## src/rtl/fft_seq_pkg.sv

```systemverilog
`default_nettype none
// +--------------------------------------------------------------------+
// | fft_seq_pkg : shared types and constants for fft_frame_sequencer   |
// | Rev 1.0                                                            |
// +--------------------------------------------------------------------+
package fft_seq_pkg;

    typedef enum logic [2:0] {
        ST_IDLE   = 3'd0,
        ST_CONFIG = 3'd1,
        ST_STREAM = 3'd2,
        ST_DRAIN  = 3'd3,
        ST_DONE   = 3'd4
    } seqState_t;

    localparam logic [3:0] REG_CTRL        = 4'h0;
    localparam logic [3:0] REG_NFFT        = 4'h4;
    localparam logic [3:0] REG_STATUS      = 4'h8;
    localparam logic [3:0] REG_FRAME_COUNT = 4'hC;

    localparam int CTRL_START      = 0;
    localparam int CTRL_FWD_INV    = 1;
    localparam int CTRL_CONTINUOUS = 2;
    localparam int CTRL_STOP       = 3;

    localparam int NFFT_LSB    = 0;
    localparam int NFFT_BITS   = 5;
    localparam int FWD_INV_BIT = 8;

    function automatic logic [31:0] statusWord(input seqState_t st);
        return {28'd0, (st != ST_IDLE), st};
    endfunction

endpackage
`default_nettype wire

```

## src/rtl/fft_seq_axil_regs.sv

```systemverilog
`default_nettype none
// +--------------------------------------------------------------------+
// | fft_seq_axil_regs : AXI4-Lite slave and register file              |
// | Rev 1.0                                                            |
// +--------------------------------------------------------------------+
module fft_seq_axil_regs
    import fft_seq_pkg::*;
#(
    parameter int MAX_LOG2 = 12,
    parameter int MIN_LOG2 = 3
) (
    input  logic        ACLK,
    input  logic        ARESETN,
    input  logic [3:0]  s_axi_awaddr,
    input  logic        s_axi_awvalid,
    output logic        s_axi_awready,
    input  logic [31:0] s_axi_wdata,
    input  logic [3:0]  s_axi_wstrb,
    input  logic        s_axi_wvalid,
    output logic        s_axi_wready,
    output logic [1:0]  s_axi_bresp,
    output logic        s_axi_bvalid,
    input  logic        s_axi_bready,
    input  logic [3:0]  s_axi_araddr,
    input  logic        s_axi_arvalid,
    output logic        s_axi_arready,
    output logic [31:0] s_axi_rdata,
    output logic [1:0]  s_axi_rresp,
    output logic        s_axi_rvalid,
    input  logic        s_axi_rready,
    input  seqState_t   seqState,
    input  logic [31:0] frameCount,
    output logic        startPulse,
    output logic        stopPulse,
    output logic        countClear,
    output logic        fwdInv,
    output logic        continuous,
    output logic [4:0]  nfft
);

    localparam logic [4:0] c_MIN_NFFT = 5'(MIN_LOG2);
    localparam logic [4:0] c_MAX_NFFT = 5'(MAX_LOG2);

    logic        w_wrReq;
    logic        w_wrHs;
    logic        w_rdHs;
    logic [31:0] w_rdMux;
    logic        w_unused;

    assign w_wrReq = s_axi_awvalid && s_axi_wvalid && !s_axi_bvalid;
    assign w_wrHs  = s_axi_awready && s_axi_wready && s_axi_awvalid && s_axi_wvalid;
    assign w_rdHs  = s_axi_arready && s_axi_arvalid;

    assign s_axi_bresp = 2'b00;
    assign s_axi_rresp = 2'b00;
    assign w_unused    = ^{s_axi_awaddr[1:0], s_axi_araddr[1:0], s_axi_wstrb[3:1], s_axi_wdata[31:5]};

    always_comb begin
        w_rdMux = '0;
        case ({s_axi_araddr[3:2], 2'b00})
            REG_CTRL: begin
                w_rdMux[CTRL_FWD_INV]    = fwdInv;
                w_rdMux[CTRL_CONTINUOUS] = continuous;
            end
            REG_NFFT:   w_rdMux = {27'd0, nfft};
            REG_STATUS: w_rdMux = statusWord(seqState);
            default:    w_rdMux = frameCount;
        endcase
    end

    always_ff @(posedge ACLK or negedge ARESETN) begin
        if (!ARESETN) begin
            s_axi_awready <= 1'b0;
            s_axi_wready  <= 1'b0;
            s_axi_bvalid  <= 1'b0;
            s_axi_arready <= 1'b0;
            s_axi_rvalid  <= 1'b0;
            s_axi_rdata   <= '0;
            startPulse    <= 1'b0;
            stopPulse     <= 1'b0;
            countClear    <= 1'b0;
            fwdInv        <= 1'b0;
            continuous    <= 1'b0;
            nfft          <= c_MAX_NFFT;
        end else begin
            startPulse <= 1'b0;
            stopPulse  <= 1'b0;
            countClear <= 1'b0;

            // Single-cycle accept strobe; bvalid blocks the next one until the response drains
            s_axi_awready <= w_wrReq && !s_axi_awready;
            s_axi_wready  <= w_wrReq && !s_axi_awready;

            if (w_wrHs) begin
                s_axi_bvalid <= 1'b1;
                if (s_axi_wstrb[0]) begin
                    case ({s_axi_awaddr[3:2], 2'b00})
                        REG_CTRL: begin
                            fwdInv     <= s_axi_wdata[CTRL_FWD_INV];
                            continuous <= s_axi_wdata[CTRL_CONTINUOUS];
                            stopPulse  <= s_axi_wdata[CTRL_STOP];
                            startPulse <= s_axi_wdata[CTRL_START] && !s_axi_wdata[CTRL_STOP];
                        end
                        REG_NFFT: begin
                            if ((s_axi_wdata[4:0] >= c_MIN_NFFT) && (s_axi_wdata[4:0] <= c_MAX_NFFT)) begin
                                nfft <= s_axi_wdata[4:0];
                            end
                        end
                        REG_FRAME_COUNT: countClear <= 1'b1;
                        default: ;
                    endcase
                end
            end else if (s_axi_bvalid && s_axi_bready) begin
                s_axi_bvalid <= 1'b0;
            end

            s_axi_arready <= s_axi_arvalid && !s_axi_rvalid && !s_axi_arready;

            if (w_rdHs) begin
                s_axi_rvalid <= 1'b1;
                s_axi_rdata  <= w_rdMux;
            end else if (s_axi_rvalid && s_axi_rready) begin
                s_axi_rvalid <= 1'b0;
            end
        end
    end

endmodule
`default_nettype wire

```

## src/rtl/fft_frame_sequencer.sv

```systemverilog
`default_nettype none
// +--------------------------------------------------------------------+
// | fft_frame_sequencer : config/frame sequencer in front of FFT core  |
// | Rev 1.0                                                            |
// +--------------------------------------------------------------------+
module fft_frame_sequencer
    import fft_seq_pkg::*;
#(
    parameter int DATA_WIDTH = 32,
    parameter int MAX_LOG2   = 12,
    parameter int MIN_LOG2   = 3,
    parameter int CFG_WIDTH  = 16
) (
    input  logic                  ACLK,
    input  logic                  ARESETN,
    input  logic [3:0]            s_axi_awaddr,
    input  logic                  s_axi_awvalid,
    output logic                  s_axi_awready,
    input  logic [31:0]           s_axi_wdata,
    input  logic [3:0]            s_axi_wstrb,
    input  logic                  s_axi_wvalid,
    output logic                  s_axi_wready,
    output logic [1:0]            s_axi_bresp,
    output logic                  s_axi_bvalid,
    input  logic                  s_axi_bready,
    input  logic [3:0]            s_axi_araddr,
    input  logic                  s_axi_arvalid,
    output logic                  s_axi_arready,
    output logic [31:0]           s_axi_rdata,
    output logic [1:0]            s_axi_rresp,
    output logic                  s_axi_rvalid,
    input  logic                  s_axi_rready,
    input  logic [DATA_WIDTH-1:0] s_axis_tdata,
    input  logic                  s_axis_tvalid,
    output logic                  s_axis_tready,
    output logic [DATA_WIDTH-1:0] m_axis_data_tdata,
    output logic                  m_axis_data_tvalid,
    input  logic                  m_axis_data_tready,
    output logic                  m_axis_data_tlast,
    output logic [CFG_WIDTH-1:0]  m_axis_config_tdata,
    output logic                  m_axis_config_tvalid,
    input  logic                  m_axis_config_tready,
    input  logic                  fft_out_tvalid,
    input  logic                  fft_out_tready,
    input  logic                  fft_out_tlast,
    output logic                  irq
);

    localparam logic [MAX_LOG2:0]   c_LEN_ONE = {{MAX_LOG2{1'b0}}, 1'b1};
    localparam logic [MAX_LOG2-1:0] c_CNT_ONE = {{(MAX_LOG2-1){1'b0}}, 1'b1};

    seqState_t             r_state;
    logic [MAX_LOG2-1:0]   r_sampleCnt;
    logic [31:0]           r_frameCount;
    logic [4:0]            r_cfgNfft;
    logic                  r_cfgFwdInv;
    logic                  r_stopLatched;
    logic                  r_cfgValid;
    logic                  r_irq;

    logic                  w_startPulse;
    logic                  w_stopPulse;
    logic                  w_countClear;
    logic                  w_fwdInv;
    logic                  w_continuous;
    logic [4:0]            w_nfft;
    logic                  w_inStream;
    logic                  w_dataHs;
    logic                  w_fftLastHs;
    logic                  w_rearm;
    logic [MAX_LOG2:0]     w_lastIdx;
    logic [CFG_WIDTH-1:0]  w_cfgWord;

    fft_seq_axil_regs #(
        .MAX_LOG2 (MAX_LOG2),
        .MIN_LOG2 (MIN_LOG2)
    ) u_regs (
        .ACLK          (ACLK),
        .ARESETN       (ARESETN),
        .s_axi_awaddr  (s_axi_awaddr),
        .s_axi_awvalid (s_axi_awvalid),
        .s_axi_awready (s_axi_awready),
        .s_axi_wdata   (s_axi_wdata),
        .s_axi_wstrb   (s_axi_wstrb),
        .s_axi_wvalid  (s_axi_wvalid),
        .s_axi_wready  (s_axi_wready),
        .s_axi_bresp   (s_axi_bresp),
        .s_axi_bvalid  (s_axi_bvalid),
        .s_axi_bready  (s_axi_bready),
        .s_axi_araddr  (s_axi_araddr),
        .s_axi_arvalid (s_axi_arvalid),
        .s_axi_arready (s_axi_arready),
        .s_axi_rdata   (s_axi_rdata),
        .s_axi_rresp   (s_axi_rresp),
        .s_axi_rvalid  (s_axi_rvalid),
        .s_axi_rready  (s_axi_rready),
        .seqState      (r_state),
        .frameCount    (r_frameCount),
        .startPulse    (w_startPulse),
        .stopPulse     (w_stopPulse),
        .countClear    (w_countClear),
        .fwdInv        (w_fwdInv),
        .continuous    (w_continuous),
        .nfft          (w_nfft)
    );

    // Sample path is purely combinational so the FFT sees no added latency
    assign w_inStream         = (r_state == ST_STREAM);
    assign m_axis_data_tvalid = w_inStream && s_axis_tvalid;
    assign s_axis_tready      = w_inStream && m_axis_data_tready;
    assign m_axis_data_tdata  = s_axis_tdata;
    assign w_dataHs           = w_inStream && s_axis_tvalid && m_axis_data_tready;
    assign w_lastIdx          = (c_LEN_ONE << r_cfgNfft) - c_LEN_ONE;
    assign m_axis_data_tlast  = w_inStream && ({1'b0, r_sampleCnt} == w_lastIdx);
    assign w_fftLastHs        = fft_out_tvalid && fft_out_tready && fft_out_tlast;
    assign w_rearm            = w_continuous && !r_stopLatched && !w_stopPulse;

    always_comb begin
        w_cfgWord = '0;
        w_cfgWord[NFFT_LSB +: NFFT_BITS] = r_cfgNfft;
        w_cfgWord[FWD_INV_BIT]           = r_cfgFwdInv;
    end

    assign m_axis_config_tdata  = w_cfgWord;
    assign m_axis_config_tvalid = r_cfgValid;
    assign irq                  = r_irq;

    always_ff @(posedge ACLK or negedge ARESETN) begin
        if (!ARESETN) begin
            r_state       <= ST_IDLE;
            r_sampleCnt   <= '0;
            r_frameCount  <= '0;
            r_cfgNfft     <= 5'(MAX_LOG2);
            r_cfgFwdInv   <= 1'b0;
            r_stopLatched <= 1'b0;
            r_cfgValid    <= 1'b0;
            r_irq         <= 1'b0;
        end else begin
            r_irq <= 1'b0;

            // A clear landing on the DONE cycle must win over the increment
            if (w_countClear) begin
                r_frameCount <= '0;
            end else if (r_state == ST_DONE) begin
                r_frameCount <= r_frameCount + 32'd1;
            end

            if (w_stopPulse && (r_state != ST_IDLE)) begin
                r_stopLatched <= 1'b1;
            end

            case (r_state)
                ST_IDLE: begin
                    if (w_startPulse) begin
                        r_state     <= ST_CONFIG;
                        r_cfgNfft   <= w_nfft;
                        r_cfgFwdInv <= w_fwdInv;
                        r_cfgValid  <= 1'b1;
                    end
                end
                ST_CONFIG: begin
                    if (m_axis_config_tready) begin
                        r_cfgValid  <= 1'b0;
                        r_sampleCnt <= '0;
                        r_state     <= ST_STREAM;
                    end
                end
                ST_STREAM: begin
                    if (w_dataHs) begin
                        if (m_axis_data_tlast) begin
                            r_sampleCnt <= '0;
                            r_state     <= ST_DRAIN;
                        end else begin
                            r_sampleCnt <= r_sampleCnt + c_CNT_ONE;
                        end
                    end
                end
                ST_DRAIN: begin
                    if (w_fftLastHs) begin
                        r_state <= ST_DONE;
                        r_irq   <= 1'b1;
                    end
                end
                ST_DONE: begin
                    if (w_rearm) begin
                        r_state     <= ST_CONFIG;
                        r_cfgNfft   <= w_nfft;
                        r_cfgFwdInv <= w_fwdInv;
                        r_cfgValid  <= 1'b1;
                    end else begin
                        r_state       <= ST_IDLE;
                        r_stopLatched <= 1'b0;
                    end
                end
                default: r_state <= ST_IDLE;
            endcase
        end
    end

endmodule
`default_nettype wire

```

## config.mk

```make
export PLATFORM = sky130hd
export DESIGN_NAME = fft_frame_sequencer
export DESIGN_NICKNAME = d
export VERILOG_FILES = /design/src/rtl/fft_seq_pkg.sv /design/src/rtl/fft_seq_axil_regs.sv /design/src/rtl/fft_frame_sequencer.sv
export SDC_FILE = /design/constraint.sdc
export NUM_CORES = 1
export LEC_CHECK = 0
export ABC_AREA = 1
export CAP_MARGIN = 5
export CORE_AREA = 2 2 174 142
export DETAILED_ROUTE_END_ITERATION = 6
export DIE_AREA = 0 0 176 144
export PLACE_DENSITY = 0.56
export SLEW_MARGIN = 20
export SYNTH_ARGS = -nofsm -noshare
export SYNTH_HDL_FRONTEND = slang
export SYNTH_HIERARCHICAL = 1
export SYNTH_SLANG_ARGS = --single-unit
```

## constraint.sdc

```tcl
create_clock -name ACLK -period 7.6 [get_ports ACLK]
set_clock_uncertainty 0.05 [all_clocks]
set_input_delay 2.28 -clock ACLK [delete_from_list [all_inputs] [get_ports ACLK]]
set_output_delay 2.28 -clock ACLK [all_outputs]
set_load 0.1 [all_outputs]
```

==> results.cfg <==
[clocking]
ctsHoldBuffers = 0
cts_sinks = 102
htreeDepth = 3
clk_path_buf_depth = 2
cts_setup_buffers = 0
clock-root-buffer = clkbuf_16
clk_latency_ps = 350
cts_made_buffers = 9
post_cts_resized = 0
cts.clk_slew.worst_paths_ps = 80
cts_tree = yes

[grt]
antenna_found_initial = 0
first_global_vias = 4553
track_usage_pct = 11.43
grt_pass1_wl_mm = 23.34
overflow = 0
grt_max_degree = 53

[setup_path]
crit_slowest_cell = clkdlybuf4s50_1
end_kind = output port
regToRegEndpoint = r_state[0]
critPathLaunchType = register
reg2reg_from = r_cfgNfft[4]
cp.arrival_ps = 3840
path_cells = nor2_2 > nand3_1 > ha_1 > xnor2_1 > xor2_1 > nand4_1 > nor3_1 > nand2_1 > nor3_1 > clkdlybuf4s50_1
crit_path_frequent_cell = nor3_1
critPathMaxFanout = 11
slowest_delay_ps = 1160
r2r_cells = 14
critPathKind = reg2out
rrSetupSlack_ps = 4830
worstPathRequired_ps = 5270

[sta]
setup_violations = 0
fin_crit_ps = 6171
hold_violations = 0
slew_headroom_pct = 32.55
layout_setup_ws_ps = 1429
tns_ps = 0
worst_pin_slew_ps = 1009
slew_violations = 0
fmax_mhz = 162.1
fin_crit_sh_pct = 81.19
rsz0062_at_grt = false

[finish]
drive_gt1_share_pct = 10.41
mostFrequentLayoutCells = nand2_1 (177), dfrtp_1 (98), nor2_1 (74), inv_1 (71), nand3_1 (69)
fill_cells = 2517
layout_commonest_cell = nand2_1
layout.nets = 865
antenna_cells = 0
syn_to_final_growth_pct = 17.28

[pwr]
total_leakage_power_nw = 3.141
p_per_area_nw_per_um2 = 278.0
peakVddDrop_mv = 0.1107

[min_path]
whs_path_depth = 1
min_from = u_regs/s_axi_arready
hold_end = u_regs/s_axi_arready
hold_class = reg2reg

[drt]
wl_per_cell_um = 12.73
firstDrtPassIters = 5
vias = 4761
drtIter0Drc = 286
drt-total-wl_mm = 13.95
antenna_left = 0
vias_per_cell = 4.344
drc_errors = 0

[die]
initial_core_util_pct = 24.43
die_h_um = 144
die_x_um = 176
die-area_um2 = 25340
core_um2 = 23800
num_rows = 51
io_pins = 183

[job]
drv_cap = 0

[logic_synthesis]
synth-seq-cells = 102
synth_top_area_cell = dfrtp_1
synth_top_area_share_pct = 42.17
synth_area_leaders = dfrtp_1 (42%), nand2_1 (11%), buf_4 (6.2%), nand3_1 (5.9%), nor2_1 (4.8%)
synth_area_per_cell_um2 = 7.838
synth_cell_types = 47
synth_ff_type = dfrtp_1
seq_area_frac_synth_pct = 43.98
ys_warn_count = 6
synth_cells = 742
netlist_area_um2 = 5816
synthArstFlopShare_pct = 100.0
synth_edf_count = 0

[placed_design]
port_buffers = 70
post-place-ws_ps = 1839
place.gp.congestion = 0.8642
dpl.hpwl_mm = 10.07

[status]
status = complete, no violations
[worst max-delay path by stage]
stage	startpoint	endpoint	slack, ps
6_report	r_cfgNfft[4]	m_axis_data_tlast	1430
5_1_grt	r_cfgNfft[4]	m_axis_data_tlast	1210
4_1_cts	r_cfgNfft[4]	m_axis_data_tlast	1450
3_5_place_dp	r_cfgNfft[4]	m_axis_data_tlast	1840
3_3_place_gp	r_cfgNfft[4]	m_axis_data_tlast	1880
2_1_floorplan	r_cfgNfft[1]	m_axis_data_tlast	930
[cell usage after synthesis, types with 7 or more instances]
library cell,number
nor3_1,16
xor2_1,13
nand3_2,7
nand4_1,12
nand2_1,177
o21ai_0,24
a21oi_2,9
a21oi_1,30
dfrtp_1,98
nand3_1,69
inv_2,8
nor2_1,74
buf_4,48
inv_1,71
nor2_2,10
buf_2,8
[cell families (layout without fill, tap and decap cells)]
family	count (synthesis)	in the layout	share of synthesized area [%]
simple gates	392	392	30.92
buf+inv	144	168	13.15
flops	102	102	43.98
compound gates	81	81	8.434
xor+xnor	17	17	2.560
fa+ha+maj	3	3	0.6455
other cells	2	14	0.1291
mux	1	1	0.1936
[metal layers]
metal	part of all wire (%)	GRT usage [%]	routed length (um)
met5	0	0	0
met4	0.64	2.262	89
met3	3.9	2.576	549
met2	44	17.61	6152
met1	51	16.44	7162
[metrics by stage]
stage                     cells  hold slack [ps]  power, W  utilization (%)  instance area, um2
final                      1096            401.5  0.001896            28.65                6820
after CTS                  1096            408.9  0.001918            28.65                6820
after global routing       1096            434.6  0.002020            28.65                6820
after global placement     1080            393.5  0.001407            27.33                6505
after detailed placement   1080            401.9  0.001412            27.33                6505
after floorplan             754            401.2  0.001344                -                5861
[power by group]
| group | internal, W | switching [W] | leakage (nW) |
|---|---|---|---|
| combinational | 0.000211 | 0.000556 | 1.59 |
| sequential | 0.000583 | 0.0000524 | 1.39 |
| clock | 0.000271 | 0.000223 | 0.156 |
[area by class of cell]
| class | instances | area (um2) | share of cell area, % |
|---|---|---|---|
| Multi-Input combinational cell | 508 | 2539 | 37.22 |
| Clock buffer | 10 | 239.0 | 3.504 |
| Tap cell | 318 | 397.9 | 5.834 |
| Timing Repair Buffer | 72 | 708.2 | 10.38 |
| Sequential cell | 102 | 2557 | 37.50 |
| Inverter | 80 | 302.8 | 4.440 |
| Clock inverter | 6 | 76.32 | 1.119 |
[sequential cells by signal (all words and copies together) (netlist names)]
name and flops:
u_regs/startPulse 1, u_regs/s_axi_wready 1, m_axis_config_tvalid 1, r_sampleCnt 12
u_regs/s_axi_rdata 32, u_regs/s_axi_rvalid 1, r_cfgFwdInv 1, r_stopLatched 1
r_state 3, u_regs/s_axi_arready 1, u_regs/s_axi_bvalid 1, u_regs/continuous 1
u_regs/countClear 1, u_regs/stopPulse 1, r_frameCount 32, irq 1
u_regs/fwdInv 1, u_regs/nfft 5, r_cfgNfft 5
[worst max-delay path, delay by kind of cell, from the launching register on]
| kind | cells | cell delay [ps] |
|---|---|---|
| AND/OR/NAND/NOR | 6 | 1180 |
| buffers and inverters | 1 | 1160 |
| flip-flops | 1 | 410 |
| XOR/XNOR | 2 | 400 |
| adder cells (fa/ha/maj) | 1 | 320 |
Power figures use the tool's default switching activity.
